==> config.mk <==
export PLATFORM = sky130hd
export DESIGN_NAME = vga_timing_gen
export DESIGN_NICKNAME = d
export VERILOG_FILES = /design/src/rtl/vga_timing_pkg.sv /design/src/rtl/vga_sync_delay.sv /design/src/rtl/vga_timing_gen.sv
export SDC_FILE = /design/constraint.sdc
export NUM_CORES = 1
export LEC_CHECK = 0
export CAP_MARGIN = 30
export CORE_ASPECT_RATIO = 0.6
export CORE_MARGIN = 5
export CORE_UTILIZATION = 40
export DETAILED_ROUTE_END_ITERATION = 8
export GPL_TIMING_DRIVEN = 1
export HOLD_SLACK_MARGIN = 0.03
export PLACE_DENSITY = 0.67
export SLEW_MARGIN = 5
export SYNTH_ARGS = -nofsm -noshare
export SYNTH_HDL_FRONTEND = slang
export SYNTH_SLANG_ARGS = --single-unit
export TNS_END_PERCENT = 20
==> constraint.sdc <==
create_clock -name vga_clk -period 4.5 [get_ports vga_clk]
set_input_delay 1.35 -clock vga_clk [delete_from_list [all_inputs] [get_ports vga_clk]]
set_output_delay 1.35 -clock vga_clk [all_outputs]
set_load 0.1 [all_outputs]
==> src/rtl/vga_timing_pkg.sv <==
// rtl/vga_timing_pkg.sv - VGA timing defaults, total helpers and shared coordinate type
package vga_timing_pkg;

  localparam int H_ACTIVE_DEF = 640;
  localparam int H_FP_DEF     = 16;
  localparam int H_SYNC_DEF   = 96;
  localparam int H_BP_DEF     = 48;
  localparam int V_ACTIVE_DEF = 480;
  localparam int V_FP_DEF     = 10;
  localparam int V_SYNC_DEF   = 2;
  localparam int V_BP_DEF     = 33;

  localparam int COORD_W   = 10;
  localparam int COORD_MAX = 1 << COORD_W;

  typedef logic [COORD_W-1:0] coord_t;

  function automatic int h_total(input int active, input int fp, input int sync, input int bp);
    return active + fp + sync + bp;
  endfunction

  function automatic int v_total(input int active, input int fp, input int sync, input int bp);
    return active + fp + sync + bp;
  endfunction

endpackage

==> src/rtl/vga_sync_delay.sv <==
// rtl/vga_sync_delay.sv - DEPTH x WIDTH shift register with per-bit reset value
module vga_sync_delay #(
  parameter int               DEPTH   = 2,
  parameter int               WIDTH   = 1,
  parameter logic [WIDTH-1:0] RST_VAL = '0
) (
  input  logic             clk,
  input  logic             reset_n,
  input  logic [WIDTH-1:0] din,
  output logic [WIDTH-1:0] dout
);

  logic [WIDTH-1:0] stage [DEPTH];

  always_ff @(posedge clk or negedge reset_n) begin
    if (!reset_n) begin
      for (int i = 0; i < DEPTH; i++) stage[i] <= RST_VAL;
    end else begin
      stage[0] <= din;
      for (int i = 1; i < DEPTH; i++) stage[i] <= stage[i-1];
    end
  end

  assign dout = stage[DEPTH-1];

endmodule

==> src/rtl/vga_timing_gen.sv <==
// rtl/vga_timing_gen.sv - VGA raster counters, syncs and blank qualifier
// Optional: VGA_TIMING_SYNC_DELAY_EN delays hs/vs/blank by SYNC_DELAY cycles.
module vga_timing_gen
  import vga_timing_pkg::*;
#(
  parameter int H_ACTIVE   = H_ACTIVE_DEF,
  parameter int H_FP       = H_FP_DEF,
  parameter int H_SYNC     = H_SYNC_DEF,
  parameter int H_BP       = H_BP_DEF,
  parameter int V_ACTIVE   = V_ACTIVE_DEF,
  parameter int V_FP       = V_FP_DEF,
  parameter int V_SYNC     = V_SYNC_DEF,
  parameter int V_BP       = V_BP_DEF,
  parameter int SYNC_DELAY = 2
) (
  input  logic   vga_clk,
  input  logic   reset_n,
  output coord_t DrawX,
  output coord_t DrawY,
  output logic   hs,
  output logic   vs,
  output logic   blank,
  output logic   line_end,
  output logic   frame_end
);

  localparam int H_TOTAL  = h_total(H_ACTIVE, H_FP, H_SYNC, H_BP);
  localparam int V_TOTAL  = v_total(V_ACTIVE, V_FP, V_SYNC, V_BP);
  localparam int HS_START = H_ACTIVE + H_FP;
  localparam int HS_END   = H_ACTIVE + H_FP + H_SYNC;
  localparam int VS_START = V_ACTIVE + V_FP;
  localparam int VS_END   = V_ACTIVE + V_FP + V_SYNC;

  if (H_TOTAL > COORD_MAX) begin : g_h_total_check
    $error("vga_timing_gen: H_TOTAL %0d exceeds %0d", H_TOTAL, COORD_MAX);
  end
  if (V_TOTAL > COORD_MAX) begin : g_v_total_check
    $error("vga_timing_gen: V_TOTAL %0d exceeds %0d", V_TOTAL, COORD_MAX);
  end
  if (SYNC_DELAY < 1 || SYNC_DELAY > 4) begin : g_delay_check
    $error("vga_timing_gen: SYNC_DELAY %0d outside 1..4", SYNC_DELAY);
  end

  coord_t hc, vc, hc_nxt, vc_nxt;
  logic   h_wrap, v_last;
  logic   hs_r, vs_r, blank_r;

  always_comb begin
    h_wrap = (int'(hc) == H_TOTAL - 1);
    v_last = (int'(vc) == V_TOTAL - 1);
    hc_nxt = h_wrap ? '0 : hc + coord_t'(1);
    vc_nxt = vc;
    if (h_wrap) vc_nxt = v_last ? '0 : vc + coord_t'(1);
  end

  // Qualifiers decode the next counter values so they land in the same cycle as DrawX/DrawY.
  always_ff @(posedge vga_clk or negedge reset_n) begin
    if (!reset_n) begin
      hc        <= '0;
      vc        <= '0;
      hs_r      <= 1'b1;
      vs_r      <= 1'b1;
      blank_r   <= 1'b1;
      line_end  <= 1'b0;
      frame_end <= 1'b0;
    end else begin
      hc        <= hc_nxt;
      vc        <= vc_nxt;
      hs_r      <= !(int'(hc_nxt) >= HS_START && int'(hc_nxt) < HS_END);
      vs_r      <= !(int'(vc_nxt) >= VS_START && int'(vc_nxt) < VS_END);
      blank_r   <= (int'(hc_nxt) < H_ACTIVE) && (int'(vc_nxt) < V_ACTIVE);
      line_end  <= (int'(hc_nxt) == H_TOTAL - 1);
      frame_end <= (int'(hc_nxt) == H_TOTAL - 1) && (int'(vc_nxt) == V_TOTAL - 1);
    end
  end

  assign DrawX = hc;
  assign DrawY = vc;

`ifdef VGA_TIMING_SYNC_DELAY_EN
  // Stages reset to the blanking values of the pixels just before (0,0): hs=1, vs=1, blank=0.
  vga_sync_delay #(
    .DEPTH   (SYNC_DELAY),
    .WIDTH   (3),
    .RST_VAL (3'b110)
  ) u_sync_delay (
    .clk     (vga_clk),
    .reset_n (reset_n),
    .din     ({hs_r, vs_r, blank_r}),
    .dout    ({hs, vs, blank})
  );
`else
  assign hs    = hs_r;
  assign vs    = vs_r;
  assign blank = blank_r;
`endif

endmodule

Word level (Yosys, flattened, before mapping). Cells that the tools add are included.

$lt $le $gt $ge: 6. Reduce and logical (&&, ||, !) cells: 6. Eq/ne operators: 4. Add/subtract/negate cells: 2. Mux-type cells: 3.

Operators with widths (count): $mux 10 (3); $add 10x1->10 const B (2); $eq 10x10->1 const B (2); $eq 10x9->1 const B (2); $lt 10x10->1 const B (2); $lt 10x9->1 const B (2); $ge 10x10->1 const B (1); $ge 10x9->1 const B (1); $logic_and 1x1->1 (4); $logic_not 1->1 (2).

Logic and storage cells: 28. Register bits after elaboration: 25. Output and inout bits: 25.

Longest topological paths before layout.
Depth in word-level cells: 6. Depth in mapped cells: 9.

Worst setup path before layout. OpenSTA, ideal clock, no wires.

Kind: flip-flop to flip-flop. Start: reg hc[0] (netlist: DrawX[0]). End: reg vs_r (netlist: vs). Setup time: 0.094 ns. Clock period less this slack: 2.897 ns. Arrival time: 2.803 ns. Setup slack: 1.603 ns. Required time: 4.406 ns. Stages on the path, launching flop included: 8. Path through: dfrtp_1 ha_1 nand4_1 nor4_1 xnor2_1 and4_1 nand3_1 or4b_1.

Cells in the longest elaborated chain, start to end: 5. Elaborated cells on any way between the ends: 6. Classes of those cells: order compare: 2; eq/ne: 1; mux: 1; reduce/logical: 2.

Ends and longest elaborated chain: start, declared (RTL line vga_timing_gen.sv:44) `coord_t hc, vc, hc_nxt, vc_nxt;`; start signal, assigned (RTL line vga_timing_gen.sv:67) `hc <= hc_nxt;`; $eq 10x9->1 * (RTL line vga_timing_gen.sv:49) `h_wrap = (int'(hc) == H_TOTAL - 1);`; $mux 10 * (RTL line vga_timing_gen.sv:53) `if (h_wrap) vc_nxt = v_last ? '0 : vc + coord_t'(1);`; named net vc_nxt[5] (RTL line vga_timing_gen.sv:44); $ge 10x9->1 / $lt 10x9->1 (equally long branches) (RTL line vga_timing_gen.sv:70) `vs_r <= !(int'(vc_nxt) >= VS_START && int'(vc_nxt) < VS_END);`; $logic_and 1x1->1 * (RTL line vga_timing_gen.sv:70); $logic_not 1->1 * (RTL line vga_timing_gen.sv:70); end signal, assigned (RTL line vga_timing_gen.sv:70); end, declared (RTL line vga_timing_gen.sv:46) `logic hs_r, vs_r, blank_r;`.

Mark *: on every way through the listed nets, which the timed path passes. The rest lies on a longest branch.

Worst setup path in the final report.
Start: reg hc[5] (netlist: DrawX[5]). End: out DrawX[5].

RTL lines: end, declared (RTL line vga_timing_gen.sv:18) `output coord_t DrawX,`.

No word-level cell between the ends.

==> flow_metrics.py <==
metrics = {
    "run_status": {
        "run_status": "finished clean",
    },
    "timing": {
        "whs_ps": 518,
        "setup_violations": 0,
        "fin_setup_tns_ps": 0,
        "fin_crit_sh_pct": 78.1,
        "finalHoldViolCount": 0,
        "fmax_ghz": 0.284,
        "skew_ps": 1.33,
        "slew_headroom_pct": 34.9,
        "postLayoutSetupSlackWorst_ps": 985,
        "period_minus_slack_ps": 3520,
        "slew_violations": 0,
        "worst_pin_slew_ps": 974,
        "rsz0062_at_grt": "no",
    },
    "power": {
        "cellLeakagePower_nw": 0.784,
        "clkPwrFrac_pct": 36.0,
        "vdd_ir_drop_max_mv": 0.126,
        "p_int_uw": 290,
        "p_per_area_nw_per_um2": 201,
        "p_switching_uw": 71.8,
        "swShare_pct": 19.9,
        "pwr-share-comb_pct": 1.9,
        "p_seq_share_pct": 62.1,
    },
    "setup_path": {
        "critPathMaxFanout": 15,
        "crit_family": "buffers and inverters",
        "start_kind": "flop",
        "crit_slowest_cell": "clkdlybuf4s50_1",
        "arrival_ps": 2170,
        "cp_cell_sequence": "clkdlybuf4s50_1",
        "worstPathRequired_ps": 3150,
        "worstSetupPathType": "flop to primary output",
        "path_buf_inv": 1,
        "slowest_delay_ps": 1240,
        "critPathCaptureType": "primary output",
        "r2r_setup_slack_ps": 1700,
    },
    "clock_network": {
        "cts_resized": 0,
        "postCtsHoldBufs": 0,
        "cts_setup_buffers": 0,
        "cts_root_buffer": "clkbuf_8",
        "h-tree-depth": 1,
        "cts_tree": "built",
        "numCtsBuffers": 3,
        "clk_pin_slew_ps": 80,
        "clk_path_buf_depth": 2,
        "cts.sinks": 25,
        "clkLatencyLatePin_ps": 260,
    },
    "layout": {
        "antenna_cells": 0,
        "post-route-util_pct": 50.1,
        "drive_gt1_share_pct": 7.39,
        "n_fill_cell": 326,
        "nNetsFinal": 183,
        "area_delta_synth_final_pct": 23.3,
    },
    "grt": {
        "grt_usage_pct": 15.3,
        "grt_pass1_vias": 1184,
        "grt_max_degree": 17,
        "grt_pass1_wl_um": 5960,
        "antenna_found_initial": 0,
        "overflow": 0,
    },
    "synth": {
        "synth_area_leaders": "dfrtp_1 (38%), dfstp_2 (5.4%), xnor2_1 (4.8%)",
        "synthesis.instances": 153,
        "ys_seq_elements": 25,
        "synth_compound_area_share_pct": 10.7,
        "synth_top_family_by_area": "simple AND/OR/NAND/NOR gates",
        "synthTopCellsByCount": "dfrtp_1 (22), nand2_1 (13), inv_1 (10), nor2_1 (10), nand3_1 (9)",
        "synth_simple_gate_area_share_pct": 28.9,
        "yosys_warnings": 0,
        "async_flop_share_pct": 100,
        "ys.flop_type": "dfrtp_1",
        "synth_area_per_cell_sq_um": 9.54,
        "yosys.cell_count.top_type": "dfrtp_1",
        "synth_top_area_cell": "dfrtp_1",
        "syn-cell-area_sq_um": 1460,
        "yosysUniqueCellTypes": 44,
        "synthAdderAreaFrac_pct": 3.43,
        "synth_mux_area_share_pct": 1.54,
        "synth_top_area_share_pct": 37.7,
        "yosysSeqAreaShare_pct": 43.1,
        "synth_xor_area_share_pct": 7.11,
        "synth_edf_count": 0,
        "synthesis.nets": 159,
    },
    "floorplan": {
        "fp.dieArea_sq_um": 5000,
        "rows": 17,
        "core_sq_um": 3590,
        "die_h_um": 56.8,
        "die_w_um": 88,
        "initial_core_util_pct": 40.6,
        "io-pin-count": 27,
    },
    "detailed_routing": {
        "viasPerCell": 5.59,
        "wl_per_cell_um": 15.9,
        "antenna_left": 0,
        "drt-initial-drc-count": 84,
        "num_vias": 1247,
        "routed_wl_um": 3550,
        "drtPass1Iterations": 4,
        "drc": 0,
    },
    "placement": {
        "finalWeightedCongestion": 0.850,
        "dp_slack_ps": 1290,
        "io_buffers": 26,
        "hpwl_um": 2740,
    },
    "min_path": {
        "hp-class": "flop to flop",
    },
    "run": {
        "cap_violations": 0,
    },
}
## cell families (layout without fill, tap and decap cells)
kind of cell    after synthesis  after routing
compound gates               23             23
fa+ha+maj                     4              4
xor+xnor                     11             11
mux                           2              2
flops                        25             25
buf+inv                      18             41
simple gates                 70             70
## routing by layer
layer / share of wire, % / GRT usage, % / up-vias
met5: 0 / 0 / -
met4: 0.59 / 2.19 / 0
met3: 8.4 / 5.43 / 4
met2: 40 / 20.3 / 44
met1: 51 / 23.8 / 599
li1: - / - / 600
## layout by cell type, fill, tap and decap left out, drive strengths merged, types with 2 or more instances in the layout
cell type	n
nor4b	2
nor2	10
dfstp	3
xnor2	8
nand2b	2
mux2	2
and2	5
clkdlybuf4s50	26
o31ai	2
nand2	13
a21oi	2
o21ai	5
and3	6
clkbuf	4
xor2	3
nand4	4
nor3	3
a31oi	4
nand4b	2
ha	4
nand3	9
and4	4
nor4	5
inv	10
dfrtp	22
## final cells by class
class,count,area (sq um),area share [%]
inverter,10,37.5,2.08
tap,47,58.8,3.27
timing repair buffer,27,275,15.3
multi-input combinational,110,754,41.9
sequential,25,629,35.0
clock buffer,4,45.0,2.50
## worst paths after layout
check	cells after the start	from	end
max	1	DrawX[5]	DrawX[5]
min	1	DrawX[0]	DrawX[0]
max reg2reg	6	DrawX[0]	vs
min reg2reg	1	DrawX[0]	DrawX[0]
max in group asynchronous	2	reset_n	DrawY[5]
min in group asynchronous	1	reset_n	DrawY[0]
## power groups by stage
stage / logic [mW] / clock network (mW) / registers, mW
6_report: 0.00674 / 0.130 / 0.225
3_3_place_gp: 0.00543 / 0 / 0.229
5_1_grt: 0.00794 / 0.144 / 0.225
4_1_cts: 0.00712 / 0.137 / 0.225
2_1_floorplan: 0.000000353 / 0 / 0.229
3_5_place_dp: 0.00706 / 0 / 0.229
## stage by stage
step,std cells,instance area (sq um),total power [mW]
after floorplan,153,1460,0.229
after global placement,218,1740,0.234
after detailed placement,219,1760,0.236
after CTS,223,1800,0.368
after global routing,223,1800,0.377
final,223,1800,0.362
## state kept, by name, indices dropped and copies added, names as in the netlist
signal / cells
hs: 1
blank: 1
vs: 1
frame_end: 1
DrawX: 10
DrawY: 10
line_end: 1
(Power assumes the default switching activity.)
